==> config.mk <==
export PLATFORM = sky130hd
export DESIGN_NAME = mem_port_arbiter
export DESIGN_NICKNAME = d
export VERILOG_FILES = /design/src/rtl/mem_port_arbiter.sv
export SDC_FILE = /design/constraint.sdc
export NUM_CORES = 1
export LEC_CHECK = 0
export BUFFER_PORTS_ARGS = -buffer_cell sky130_fd_sc_hd__buf_2
export CAP_MARGIN = 20
export CELL_PAD_IN_SITES_DETAIL_PLACEMENT = 2
export CELL_PAD_IN_SITES_GLOBAL_PLACEMENT = 2
export CORE_ASPECT_RATIO = 1.5
export CORE_UTILIZATION = 27
export DETAILED_ROUTE_END_ITERATION = 8
export HOLD_SLACK_MARGIN = 0.06
export PLACE_DENSITY = 0.9
export SLEW_MARGIN = 20
export SYNTH_ARGS = -nofsm -noshare
export SYNTH_HDL_FRONTEND = slang
export SYNTH_SLANG_ARGS = --single-unit
export TNS_END_PERCENT = 50
==> constraint.sdc <==
create_clock -name clk_i -period 2.6 [get_ports clk_i]
set_input_delay 0.52 -clock clk_i [delete_from_list [all_inputs] [get_ports clk_i]]
set_output_delay 0.52 -clock clk_i [all_outputs]
set_load 0.01 [all_outputs]
==> src/rtl/mem_port_arbiter.sv <==
// Single-port memory arbiter for fetch, data and debug requesters (dm > if > dbg).
// Optional wait-cycle counters are enabled with `define ARB_PERF_CNT_EN.
module mem_port_arbiter #(
    parameter int XLEN        = 32,
    parameter int MEM_LATENCY = 1,
    parameter int STARVE_MAX  = 8
) (
    input  logic            clk_i,
    input  logic            rstn_i,
    input  logic            if_req_i,
    input  logic [XLEN-1:0] if_addr_i,
    output logic            if_gnt_o,
    output logic            if_rvalid_o,
    output logic [XLEN-1:0] if_rdata_o,
    input  logic            dm_req_i,
    input  logic            dm_we_i,
    input  logic [3:0]      dm_be_i,
    input  logic [XLEN-1:0] dm_addr_i,
    input  logic [XLEN-1:0] dm_wdata_i,
    output logic            dm_gnt_o,
    output logic            dm_rvalid_o,
    output logic [XLEN-1:0] dm_rdata_o,
    input  logic            dbg_req_i,
    input  logic [XLEN-1:0] dbg_addr_i,
    output logic            dbg_gnt_o,
    output logic            dbg_rvalid_o,
    output logic [XLEN-1:0] dbg_rdata_o,
    output logic            mem_req_o,
    output logic            mem_we_o,
    output logic [3:0]      mem_be_o,
    output logic [XLEN-1:0] mem_addr_o,
    output logic [XLEN-1:0] mem_wdata_o,
    input  logic [XLEN-1:0] mem_rdata_i,
    output logic            busy_o
`ifdef ARB_PERF_CNT_EN
    ,
    output logic [31:0]     perf_if_wait_o,
    output logic [31:0]     perf_dm_wait_o
`endif
);

    typedef enum logic [1:0] {S_IDLE, S_WAIT, S_RESP} state_t;
    typedef enum logic [1:0] {OWN_NONE, OWN_IF, OWN_DM, OWN_DBG} own_t;

    localparam int              SW         = $clog2(STARVE_MAX + 1);
    localparam logic [2:0]      LAT_INIT   = 3'(MEM_LATENCY - 1);
    localparam logic [SW-1:0]   STARVE_LIM = SW'(STARVE_MAX);

    state_t          r_state;
    own_t            r_owner;
    logic            r_store;
    logic [2:0]      r_cnt;
    logic [SW-1:0]   r_starve;
    logic            r_if_rvalid;
    logic            r_dm_rvalid;
    logic            r_dbg_rvalid;
    logic [XLEN-1:0] r_if_rdata;
    logic [XLEN-1:0] r_dm_rdata;
    logic [XLEN-1:0] r_dbg_rdata;

    logic w_arb;
    logic w_pri;
    logic w_dm_win;
    logic w_if_win;
    logic w_dbg_win;
    logic w_any;
    logic w_unused;

    // Arbitration is open whenever the port is not waiting on memory.
    assign w_arb     = (r_state != S_WAIT);
    assign w_pri     = dbg_req_i & (r_starve >= STARVE_LIM);
    assign w_dm_win  = w_arb & dm_req_i & ~w_pri;
    assign w_if_win  = w_arb & if_req_i & ~dm_req_i & ~w_pri;
    assign w_dbg_win = w_arb & dbg_req_i & (w_pri | (~dm_req_i & ~if_req_i));
    assign w_any     = w_dm_win | w_if_win | w_dbg_win;

    assign if_gnt_o  = w_if_win;
    assign dm_gnt_o  = w_dm_win;
    assign dbg_gnt_o = w_dbg_win;
    assign busy_o    = (r_state != S_IDLE);

    assign if_rvalid_o  = r_if_rvalid;
    assign dm_rvalid_o  = r_dm_rvalid;
    assign dbg_rvalid_o = r_dbg_rvalid;
    assign if_rdata_o   = r_if_rdata;
    assign dm_rdata_o   = r_dm_rdata;
    assign dbg_rdata_o  = r_dbg_rdata;

    assign w_unused = &{1'b0, if_addr_i[1:0], dbg_addr_i[1:0]};

    always_comb begin
        mem_req_o   = 1'b0;
        mem_we_o    = 1'b0;
        mem_be_o    = 4'h0;
        mem_addr_o  = '0;
        mem_wdata_o = '0;
        unique case (1'b1)
            w_dm_win: begin
                mem_req_o = 1'b1;
                if (dm_we_i) begin
                    mem_we_o    = 1'b1;
                    mem_be_o    = dm_be_i;
                    mem_addr_o  = dm_addr_i;
                    mem_wdata_o = dm_wdata_i;
                end else begin
                    mem_be_o   = 4'hF;
                    mem_addr_o = {dm_addr_i[XLEN-1:2], 2'b00};
                end
            end
            w_if_win: begin
                mem_req_o  = 1'b1;
                mem_be_o   = 4'hF;
                mem_addr_o = {if_addr_i[XLEN-1:2], 2'b00};
            end
            w_dbg_win: begin
                mem_req_o  = 1'b1;
                mem_be_o   = 4'hF;
                mem_addr_o = {dbg_addr_i[XLEN-1:2], 2'b00};
            end
            default: ;
        endcase
    end

    always_ff @(posedge clk_i or negedge rstn_i) begin
        if (!rstn_i) begin
            r_state      <= S_IDLE;
            r_owner      <= OWN_NONE;
            r_store      <= 1'b0;
            r_cnt        <= '0;
            r_starve     <= '0;
            r_if_rvalid  <= 1'b0;
            r_dm_rvalid  <= 1'b0;
            r_dbg_rvalid <= 1'b0;
            r_if_rdata   <= '0;
            r_dm_rdata   <= '0;
            r_dbg_rdata  <= '0;
        end else begin
            r_if_rvalid  <= 1'b0;
            r_dm_rvalid  <= 1'b0;
            r_dbg_rvalid <= 1'b0;

            if (w_dbg_win)
                r_starve <= '0;
            else if (w_arb && dbg_req_i && r_starve < STARVE_LIM)
                r_starve <= r_starve + 1'b1;

            unique case (r_state)
                S_IDLE, S_RESP: begin
                    if (w_any) begin
                        r_state <= S_WAIT;
                        r_cnt   <= LAT_INIT;
                        r_store <= w_dm_win & dm_we_i;
                        unique case (1'b1)
                            w_dm_win:  r_owner <= OWN_DM;
                            w_if_win:  r_owner <= OWN_IF;
                            default:   r_owner <= OWN_DBG;
                        endcase
                    end else begin
                        r_state <= S_IDLE;
                        r_owner <= OWN_NONE;
                    end
                end
                S_WAIT: begin
                    if (r_cnt == 3'd0) begin
                        r_state <= S_RESP;
                        unique case (r_owner)
                            OWN_IF: begin
                                r_if_rvalid <= 1'b1;
                                r_if_rdata  <= mem_rdata_i;
                            end
                            OWN_DM: begin
                                r_dm_rvalid <= 1'b1;
                                r_dm_rdata  <= r_store ? '0 : mem_rdata_i;
                            end
                            OWN_DBG: begin
                                r_dbg_rvalid <= 1'b1;
                                r_dbg_rdata  <= mem_rdata_i;
                            end
                            default: ;
                        endcase
                    end else begin
                        r_cnt <= r_cnt - 1'b1;
                    end
                end
                default: r_state <= S_IDLE;
            endcase
        end
    end

`ifdef ARB_PERF_CNT_EN
    logic [31:0] r_perf_if;
    logic [31:0] r_perf_dm;

    always_ff @(posedge clk_i or negedge rstn_i) begin
        if (!rstn_i) begin
            r_perf_if <= '0;
            r_perf_dm <= '0;
        end else begin
            if (if_req_i && !w_if_win && r_perf_if != 32'hFFFF_FFFF)
                r_perf_if <= r_perf_if + 32'd1;
            if (dm_req_i && !w_dm_win && r_perf_dm != 32'hFFFF_FFFF)
                r_perf_dm <= r_perf_dm + 32'd1;
        end
    end

    assign perf_if_wait_o = r_perf_if;
    assign perf_dm_wait_o = r_perf_dm;
`endif

endmodule
==> results.md, run 1 <==
- CTS clk-pin slew, worst paths: 0.08 ns
- Multi-input gate area: between 2000 and 3000 um2
- WS Path Type: register to output pin
- Crit path max-delay family: flip-flops
- Place WS: 0.271 ns
- Final setup margin: 0.0587 ns
- Slew Limit Fails: 0
- Fin crit period: 2.54 ns
- Worst slew pin tran: ~0.57 ns
- Row count: between 60 and 70
- Via count: ~5.1k
- Clock Sink Count: 111
- Yosys reg bits: 111
- Layout cells sized above 1: 58.7%
- Commonest cells after routing, fill and taps aside: buf_2 (337), dfrtp_1 (110), mux2_2 (65), nand2_1 (38), nor2b_1 (38)
- # diodes: 0
- VDD IR max: roughly 340 uV
- Root Buffer: clkbuf_16
- First-pass GRT wire length: 32.2 mm
- RSZ-0062 raised after global routing: false
- GR Overflow Total: 0
- Die H: 181 um
- DRT Pass-1 Iters: 4
- Filler cells: 2299
- Arr. time, crit path: 2.02 ns
- Layout area overhead: 39.2%
- ANT nets after route: 0
- Slowest cell delay on critical path: ~0.48 ns
- Final WL: 21.2 mm
- Clock power share: 15.8%
- Drt drc: 0
- Relative slew slack: 61.8%
- CP Max Fanout: 27
- I/O pins: 343
- Fmax: 394 MHz
- Switching Share: 38.1%
- Placed cells: about 1.1k
- Critical Path RT: 2.08 ns
- Ys Warns: 0
- Finish-stage setup viols: 0
- CP max-delay cell: dfrtp_2
- Outcome: complete, no violations
- Synth area leader: dfrtp_1
- Clock buffer depth: 2
- Max Cap Violations: 0
- Sequential Power Share: 35.2%
- Largest net degree at the start of global routing: 56
- GRT Total Usage: 19.5%
- Post-Synthesis Cells: ~480
- Most common cell after layout, fill and taps aside: buf_2
- Slack of the worst reg-to-reg path: about 0.46 ns
- Final #Nets: 982
- Crit start category: register
- Worst skew pair latency: 0.35 ns
- Clock Skew: 0.00771 ns
- Die area: about 22000 um2
- DR iter-0 viols: 113
- Register area: 2780 um2
- Crit path cell chain: nand2b_4 > and3_1 > buf_12 > a221o_1 > buf_2
- Post-Syn Area: approximately 5700 um2
- Final cell count without fillers: 1080
- Synth top area share: 48.4%
- Unique masters post-synth: 36
- Mean post-synth cell area: around 12 um2
- Hold_buf cts: 0
- Comb pwr share: 49.1%
- PwrDens: approximately 1100 nW/um2
- Largest cells by area after synthesis: dfrtp_1 (48%), mux2_2 (13%), mux2_4 (7.6%)
- Dpl hpwl: roughly 17 mm
- CTS tree: yes
- Number of vias per cell: ~4.8
- Type of the tightest min-delay check: input pin to async pin
- Total core area: ~21000 um2
- Period utilization: 97.7%
- Cell Int Power: 5440 uW
- Sequential area share after synthesis: 48.4%
- CTS HTree Levels: 3
- Fin. Hold Viols: 0
- Worst setup EP type: output pin
- I/O Buffers: 338
- Starting density of the core: 27.5%
- Total CTS buffers: 9
- WL/cell: 19.7 um
- Die W: ~120 um
- Sum of buffers and inverters on the critical path: 2
- Switching pwr: 3350 uW
- Final GP Congestion: around 0.87
- Syn nets: about 650
- Vias in the first global route: 5739
- Initial antenna violation count: 0
- Setup TNS: 0 ns
- Lkg Pwr: 0.00413 uW
-- stage by stage --
step / total power (uW) / instance area (um2) / utilization, % / hold WS (ns)
5_1_grt: 9350 / 7990 / 38.2 / 0.148
3_3_place_gp: 7160 / 7690 / 36.8 / 0.469
2_1_floorplan: 5620 / 5740 / - / 0.224
4_1_cts: 8910 / 7980 / 38.2 / 0.126
3_5_place_dp: 7470 / 7690 / 36.8 / 0.489
6_report: 8790 / 7990 / 38.2 / 0.125
-- cell usage after synthesis, drive strengths merged --
cell,instances
or4b,2
clkbuf,16
o21ai,12
nor2,4
or2,1
nor2b,38
and4bb,1
a221o,30
and4,1
a21oi,2
mux2i,2
o211ai,5
nand3,4
buf,22
nand2,38
a21o,1
ha,4
and2,34
inv,9
mux2,96
dfrtp,111
and3,2
nand3b,2
nand2b,3
and2b,2
or3,1
o2bb2ai,2
nor3,32
o21ba,1
-- worst paths after layout --
path                                          endpoint  depth (start not counted)                        from
min reg2reg                 if_rdata_o[12]$_DFFE_PN0P_                          1  if_rdata_o[12]$_DFFE_PN0P_
max in group asynchronous       r_state[1]$_DFFE_PN0P_                          2                      rstn_i
min in group clk_i          if_rdata_o[12]$_DFFE_PN0P_                          2             mem_rdata_i[12]
min                        dbg_rdata_o[21]$_DFFE_PN0P_                          1                      rstn_i
max reg2reg                 dbg_rdata_o[3]$_DFFE_PN0P_                          6      r_state[0]$_DFFE_PN0P_
max                                      mem_addr_o[3]                          5      r_state[1]$_DFFE_PN0P_
-- layout make-up --
class / count / area share, %
Sequential cell: 111 / 34.8
Multi-Input combinational cell: 321 / 33.3
Timing Repair Buffer: 356 / 23.7
Tap cell: 268 / 4.20
Clock buffer: 11 / 2.91
Clock inverter: 4 / 0.705
Inverter: 9 / 0.423
-- state kept, by name, indices dropped and copies added, names as in the netlist, 2 cells and up --
register and cells:
dbg_rdata_o 32, dm_rdata_o 32, r_starve 4, r_owner 2, r_state 2, if_rdata_o 32, r_cnt 3
-- cell families (layout without fill, tap and decap cells) --
| group | Yosys count | count (layout) | synth area share [%] |
|---|---|---|---|
| simple gates | 165 | 166 | 16.5 |
| flops | 111 | 111 | 48.4 |
| mux | 98 | 98 | 21.1 |
| compound gates | 53 | 53 | 7.72 |
| buf+inv | 47 | 380 | 5.45 |
| fa+ha+maj | 4 | 4 | 0.872 |
-- per-layer routing --
metal	track usage [%]	wire [um]	vias up
met5	0	0	-
met4	7.01	423	0
met3	2.97	1020	24
met2	38.9	12300	217
met1	19.6	7490	2563
li1	-	-	2341
-- power groups by stage --
stage | Clock (uW) | Sequential [uW] | Combinational, uW
2_1_floorplan | 0 | 3390 | 2230
3_3_place_gp | 0 | 3010 | 4150
3_5_place_dp | 0 | 3110 | 4360
4_1_cts | 1440 | 3090 | 4380
5_1_grt | 1480 | 3190 | 4680
6_report | 1390 | 3090 | 4310
-- repair_timing --
item                                    4_1_cts  5_1_grt
cloned                                        0        1
resized for setup                             2        2
setup buffers                                 0        0
endpoints found under the setup margin       55       13
No activity file was read; power rests on OpenSTA's default activity.
==> run 2, diff against run 1 <==
--- a/config.mk
+++ b/config.mk
@@ -7,11 +7,11 @@
 export LEC_CHECK = 0
 export BUFFER_PORTS_ARGS = -buffer_cell sky130_fd_sc_hd__buf_2
 export CAP_MARGIN = 20
-export CELL_PAD_IN_SITES_DETAIL_PLACEMENT = 2
-export CELL_PAD_IN_SITES_GLOBAL_PLACEMENT = 2
-export CORE_ASPECT_RATIO = 1.5
-export CORE_UTILIZATION = 27
+export CELL_PAD_IN_SITES_DETAIL_PLACEMENT = 1
+export CELL_PAD_IN_SITES_GLOBAL_PLACEMENT = 1
+export CORE_AREA = 2 2 132 134
 export DETAILED_ROUTE_END_ITERATION = 8
+export DIE_AREA = 0 0 134 136
 export HOLD_SLACK_MARGIN = 0.06
 export PLACE_DENSITY = 0.9
 export SLEW_MARGIN = 20
==> run 2 against run 1 <==
  * Sequential power is 1% lower
  * Setup slack better by 0.075 ns
  * Count of clock-buffer cells in the layout is 1 lower
  * Total power is 1.5% lower
  * Flip-flop and latch count stayed put
  * Hold slack better by 0.083 ns
  * Combinational power is 3% lower
  * Die area is 17% lower
  * Sequential share of layout area is 0.40 points higher
  * Clock skew hardly changed
==> results.md, run 2 (same netlist as run 1, synthesis figures left out) <==
- Outcome: complete, no violations
- WL/cell: 19.0 um (-3.4%)
- Drt drc: 0 (unchanged)
- Largest net degree at the start of global routing: 112 (+100%)
- CP Max Fanout: 31 (+15%)
- Final #Nets: 977 (-0.51%)
- ANT nets after route: 0 (unchanged)
- Fmax: 405 MHz (+3.0%)
- Clock power share: 16.4% (+0.6 points)
- Sequential Power Share: 35.2% (about the same)
- Root Buffer: clkbuf_16
- Commonest cells after routing, fill and taps aside: buf_2 (337), dfrtp_1 (111), mux2_2 (65), nand2_1 (38), nor2b_1 (38)
- # Post-CTS Setup Buffers: 0 (unchanged)
- Worst slew pin tran: 0.657 ns (+0.0836 ns)
- Comb pwr share: 48.3% (-0.8 points)
- Register area: 2780 um2 (about the same)
- GRT Total Usage: 20.8% (+1.4 points)
- Final setup margin: 0.134 ns (+0.0750 ns)
- Final WL: 19.7 mm (-7.4%)
- Critical Path RT: 2.08 ns (about the same)
- Lkg Pwr: 0.00412 uW (-0.38%)
- Start of the worst register-to-register path: r_cnt[0]$_DFFE_PN0P_
- Total CTS buffers: 9 (unchanged)
- Vias in the first global route: 5358 (-6.6%)
- Layout cells sized above 1: 58.4% (-0.33 points)
- Final cell count without fillers: 1035 (-4.2%)
- Cell Int Power: 5420 uW (-0.40%)
- Placed cells: 1017 (-4.4%)
- Dpl hpwl: 15.3 mm (-7.5%)
- Total core area: 16900 um2 (-19%)
- Starting density of the core: 34.0% (+6.6 points)
- Max Cap Violations: 0 (unchanged)
- Layout area overhead: 37.6%
- Die W: 134 um (+11%)
- PwrDens: 1100 nW/um2 (-0.33%)
- Clock Sink Count: 111 (unchanged)
- Setup TNS: 0 ns (unchanged)
- GR Overflow Total: 0 (unchanged)
- CTS tree: yes
- Worst setup EP type: output pin
- CTS clk-pin slew, worst paths: 0.08 ns (about the same)
- Filler cells: 1966 (-14%)
- Number of vias per cell: 4.82 (+1.1%)
- Crit start category: register
- Arr. time, crit path: 1.95 ns (-0.07 ns)
- Clock Skew: 0.00801 ns (+0.000300 ns)
- Switching Share: 37.4% (-0.69 points)
- Most common cell after layout, fill and taps aside: buf_2
- Slew Limit Fails: 0 (unchanged)
- Critical R2R Capture: dbg_rdata_o[13]$_DFFE_PN0P_
- Period utilization: 94.9% (-2.9 points)
- First-pass GRT wire length: 29.5 mm (-8.4%)
- Initial antenna violation count: 3 (+3)
- Via count: 4985 (-3.1%)
- Final GP Congestion: 0.867 (-0.55%)
- Place WS: 0.391 ns (+0.121 ns)
- Switching pwr: 3240 uW (-3.3%)
- Finish-stage setup viols: 0 (unchanged)
- Die H: 136 um (-25%)
- RSZ-0062 raised after global routing: false
- I/O Buffers: 338 (unchanged)
- DR iter-0 viols: 165 (+46%)
- CTS HTree Levels: 3 (unchanged)
- VDD IR max: 418 uV (+24%)
- Worst skew pair latency: 0.34 ns (about the same)
- Multi-input gate area: 2650 um2 (-0.38%)
- Fin crit period: 2.47 ns (-0.0750 ns)
- R2R depth: 6 (unchanged)
- I/O pins: 343 (unchanged)
- Clock buffer depth: 2 (unchanged)
- Power Total: 8660 uW (-1.5%)
- Row count: 48 (-26%)
- Type of the tightest min-delay check: input pin to async pin
- WS Path Type: register to output pin
- DRT Pass-1 Iters: 4 (unchanged)
- Slack of the worst reg-to-reg path: 0.53 ns (+0.07 ns)
- Die area: 18200 um2 (-17%)
- Relative slew slack: 56.2% (-5.6 points)
- Fin. Hold Viols: 0 (unchanged)
[run 2: layout make-up]
cell class,instances,area share [%]
antenna,2,0.0634
clock buffer,10,2.90
clock inverter,6,0.982
inverter,9,0.428
multi-input combinational,320,33.6
sequential,111,35.2
tap,225,3.57
timing repair buffer,352,23.3
[run 2: how the worst max path moves through the flow]
stage | from | endpoint
floorplan | if_req_i | mem_addr_o[13]
global placement | if_req_i | mem_addr_o[2]
detailed placement | if_req_i | mem_addr_o[18]
CTS | r_state[1]$_DFFE_PN0P_ | mem_addr_o[23]
global route | r_state[1]$_DFFE_PN0P_ | mem_addr_o[2]
finish | r_state[1]$_DFFE_PN0P_ | mem_addr_o[23]
[run 2: through the flow]
| step | hold slack, ns | cell area, um2 | utilization [%] |
|---|---|---|---|
| after floorplan | 0.224 | 5740 | - |
| after global placement | 0.470 | 7580 | 44.9 |
| after detailed placement | 0.488 | 7580 | 44.9 |
| after global routing | 0.246 | 7890 | 46.8 |
| final | 0.207 | 7900 | 46.8 |
| after CTS | 0.281 | 7890 | 46.7 |
[run 2: power groups by stage]
stage | Combinational [uW] | Clock, uW | Sequential (uW)
floorplan | 2230 | 0 | 3390
global placement | 4060 | 0 | 3000
detailed placement | 4230 | 0 | 3090
CTS | 4250 | 1470 | 3060
global route | 4510 | 1540 | 3150
finish | 4190 | 1420 | 3050
[run 2: worst max-delay path, cell delays in order (launching register included)]
cell	delay [ns]
dfrtp_1	0.38
buf_4	0.16
nand2b_4	0.17
nand3_1	0.15
inv_1	0.07
buf_6	0.19
a221o_1	0.32
buf_2	0.14
[run 2: layer usage]
| layer | share of wire (%) | GRT usage [%] |
|---|---|---|
| met5 | 0.11 | 0 |
| met1 | 37 | 22.8 |
| met2 | 55 | 40.0 |
| met4 | 1.1 | 4.31 |
| met3 | 6.7 | 5.74 |
[run 2: what timing repair did]
| item | CTS | global route |
|---|---|---|
| gates resized for setup | 0 | 2 |
| hold buffers | 0 | 0 |
| setup endpoints to repair | 0 | 27 |
==> run 3, diff against run 2 <==
--- a/config.mk
+++ b/config.mk
@@ -5,13 +5,15 @@
 export SDC_FILE = /design/constraint.sdc
 export NUM_CORES = 1
 export LEC_CHECK = 0
+export ABC_CLOCK_PERIOD_IN_PS = 2600
 export BUFFER_PORTS_ARGS = -buffer_cell sky130_fd_sc_hd__buf_2
 export CAP_MARGIN = 20
-export CELL_PAD_IN_SITES_DETAIL_PLACEMENT = 1
-export CELL_PAD_IN_SITES_GLOBAL_PLACEMENT = 1
-export CORE_AREA = 2 2 132 134
+export CELL_PAD_IN_SITES_DETAIL_PLACEMENT = 0
+export CELL_PAD_IN_SITES_GLOBAL_PLACEMENT = 2
+export CORE_ASPECT_RATIO = 1.5
+export CORE_UTILIZATION = 27
+export CTS_BUF_LIST = sky130_fd_sc_hd__clkbuf_8 sky130_fd_sc_hd__clkbuf_16
 export DETAILED_ROUTE_END_ITERATION = 8
-export DIE_AREA = 0 0 134 136
 export HOLD_SLACK_MARGIN = 0.06
 export PLACE_DENSITY = 0.9
 export SLEW_MARGIN = 20
==> run 3 against run 2 <==
  * Cell area is 1.3% higher
  * Count of clock-buffer cells in the layout rose by 1
  * Setup slack got worse by 0.023 ns
  * Fmax decreased by 0.94%
  * Clock skew down 0.0024 ns
  * Critical path depth is 2 lower
  * Cell count is 4.5% higher
  * Register-to-register slack barely moved
  * Sequential power is 1% lower
  * Hold slack lost 0.086 ns
  * First-iteration DRC count is 8.5% lower
  * Via count down 0.14%
  * Critical endpoint is now mem_addr_o[3]
  * Largest cell class unchanged
==> results.md, run 3 (same netlist as run 1, synthesis figures left out) <==
- Largest net degree at the start of global routing: 56 (-50%)
- Finished layout cell area: 8000 um2 (+1.3%)
- Setup TNS: 0 ns (unchanged)
- Area post-placement: 7690 um2 (+1.4%)
- Worst skew pair latency: 0.35 ns (about the same)
- GRT Total Usage: 15.6% (-5.2 points)
- Root Buffer: clkbuf_16
- Total core area: 20900 um2 (+24%)
- Final GP Congestion: 0.872 (+0.55%)
- Number of vias per cell: 4.60 (-4.5%)
- Fin crit period: 2.49 ns (+0.0234 ns)
- ANT nets after route: 0 (unchanged)
- Start of the worst register-to-register path: r_state[0]$_DFFE_PN0P_
- Die H: 181 um (+33%)
- Critical Path RT: 2.08 ns (about the same)
- CTS clk-pin slew, worst paths: 0.07 ns (about the same)
- Drt drc: 0 (unchanged)
- WS Path Type: register to output pin
- Type of the tightest min-delay check: input pin to async pin
- First-pass GRT wire length: 26.2 mm (-11%)
- Dpl hpwl: 13.4 mm (-12%)
- Via count: 4978 (-0.14%)
- Die W: 121 um (-9.7%)
- Outcome: complete, no violations
- I/O pins: 343 (unchanged)
- Total CTS buffers: 9 (unchanged)
- DRT Pass-1 Iters: 4 (unchanged)
- Arr. time, crit path: 1.97 ns (+0.02 ns)
- # Post-CTS Setup Buffers: 0 (unchanged)
- PwrDens: 1070 nW/um2 (-2.7%)
- Fin. Hold Viols: 0 (unchanged)
- Fmax: 402 MHz (-0.94%)
- CTS HTree Levels: 3 (unchanged)
- Commonest cells after routing, fill and taps aside: buf_2 (337), dfrtp_1 (110), mux2_2 (65), nand2_1 (38), nor2b_1 (38)
- Crit start category: register
- Die area: 21900 um2 (+20%)
- WL/cell: 16.2 um (-15%)
- Row count: 65 (+35%)
- Critical R2R Capture: dbg_rdata_o[3]$_DFFE_PN0P_
- R2R depth: 6 (unchanged)
- Layout area overhead: 39.3%
- Clock Sink Count: 111 (unchanged)
- Most common cell after layout, fill and taps aside: buf_2
- Initial antenna violation count: 3 (unchanged)
- Relative slew slack: 62.6% (+6.3 points)
- Slack of the worst reg-to-reg path: 0.54 ns (about the same)
- CTS tree: yes
- DR iter-0 viols: 151 (-8.5%)
- Worst slew pin tran: 0.562 ns (-0.0948 ns)
- I/O Buffers: 338 (unchanged)
- Period utilization: 95.8% (+0.90 points)
- Vias in the first global route: 4962 (-7.4%)
- Worst setup EP type: output pin
- Starting density of the core: 27.5% (-6.6 points)
- Clock Skew: 0.00557 ns (-0.00244 ns)
- RSZ-0062 raised after global routing: false
- Clock buffer depth: 2 (unchanged)
- VDD IR max: 364 uV (-13%)
- Layout cells sized above 1: 59.0% (+0.57 points)
- GR Overflow Total: 0 (unchanged)
- Power Total: 8530 uW (-1.5%)
- WHS: 0.121 ns (-0.0860 ns)
- Slew Limit Fails: 0 (unchanged)
- Final WL: 17.5 mm (-11%)
- Final #Nets: 981 (+0.41%)
- Lkg Pwr: 0.00414 uW (+0.56%)
- Max Cap Violations: 0 (unchanged)
- Hold_buf cts: 0 (unchanged)
- CP Max Fanout: 27 (-13%)
- Finish-stage setup viols: 0 (unchanged)
-- run 3: cell types whose count changed in the layout (fill, tap and decap cells not counted), sizes merged --
cell,delta
buf,+4
bufinv,-1
clkbuf,+1
clkinv,-1
inv,+1
-- run 3: routing by layer --
metal / vias to the layer above / global-route usage (%) / wire [um] / part of all wire [%]
met4: 0 / 8.40 / 640 / 3.7
li1: 2342 / - / - / -
met5: - / 0 / 0 / 0
met3: 32 / 2.91 / 1050 / 6.0
met1: 2386 / 16.4 / 6520 / 37
met2: 218 / 28.8 / 9290 / 53
-- run 3: area by class of cell --
class,count,area [um2]
multi-input cells,320,2650
well taps,268,335
clock buffers,11,253
flip-flops and latches,111,2780
diodes,2,5.00
inverters,9,33.8
repair buffers,356,1890
clock inverters,5,45.0
fillers,2131,12900
-- run 3: worst max path at each step --
stage	slack, ns	endpoint	cells after the start	start
floorplan	0.60	mem_addr_o[13]	5	if_req_i
global placement	0.29	mem_addr_o[3]	6	if_req_i
detailed placement	0.28	mem_addr_o[3]	6	if_req_i
CTS	0.03	mem_addr_o[3]	5	r_state[1]$_DFFE_PN0P_
global route	0.02	mem_addr_o[3]	5	r_state[1]$_DFFE_PN0P_
finish	0.11	mem_addr_o[3]	5	r_state[1]$_DFFE_PN0P_
-- run 3: timing repair --
| action | CTS | global route |
|---|---|---|
| cloned | 0 | 0 |
| endpoints found under the setup margin | 40 | 9 |
| endpoints found under the hold margin | 0 | 0 |
| resized for setup | 2 | 1 |
-- run 3: power by group --
| part | switching (uW) | internal [uW] |
|---|---|---|
| registers | 441 | 2570 |
| logic | 2040 | 2100 |
| clock network | 649 | 721 |
-- run 3: per-stage QoR --
stage	std cells	util, %	setup slack [ns]
global route	1082	38.3	0.0180
global placement	1064	36.8	0.285
CTS	1080	38.2	0.0334
floorplan	478	-	0.599
detailed placement	1064	36.8	0.278
finish	1082	38.3	0.110
-- run 3: worst max-delay path, cell delays in order (launching register included) --
cell and delay (ns):
dfrtp_2 0.47, nand2b_4 0.19, and3_1 0.24, buf_12 0.20
a221o_1 0.38, buf_2 0.15
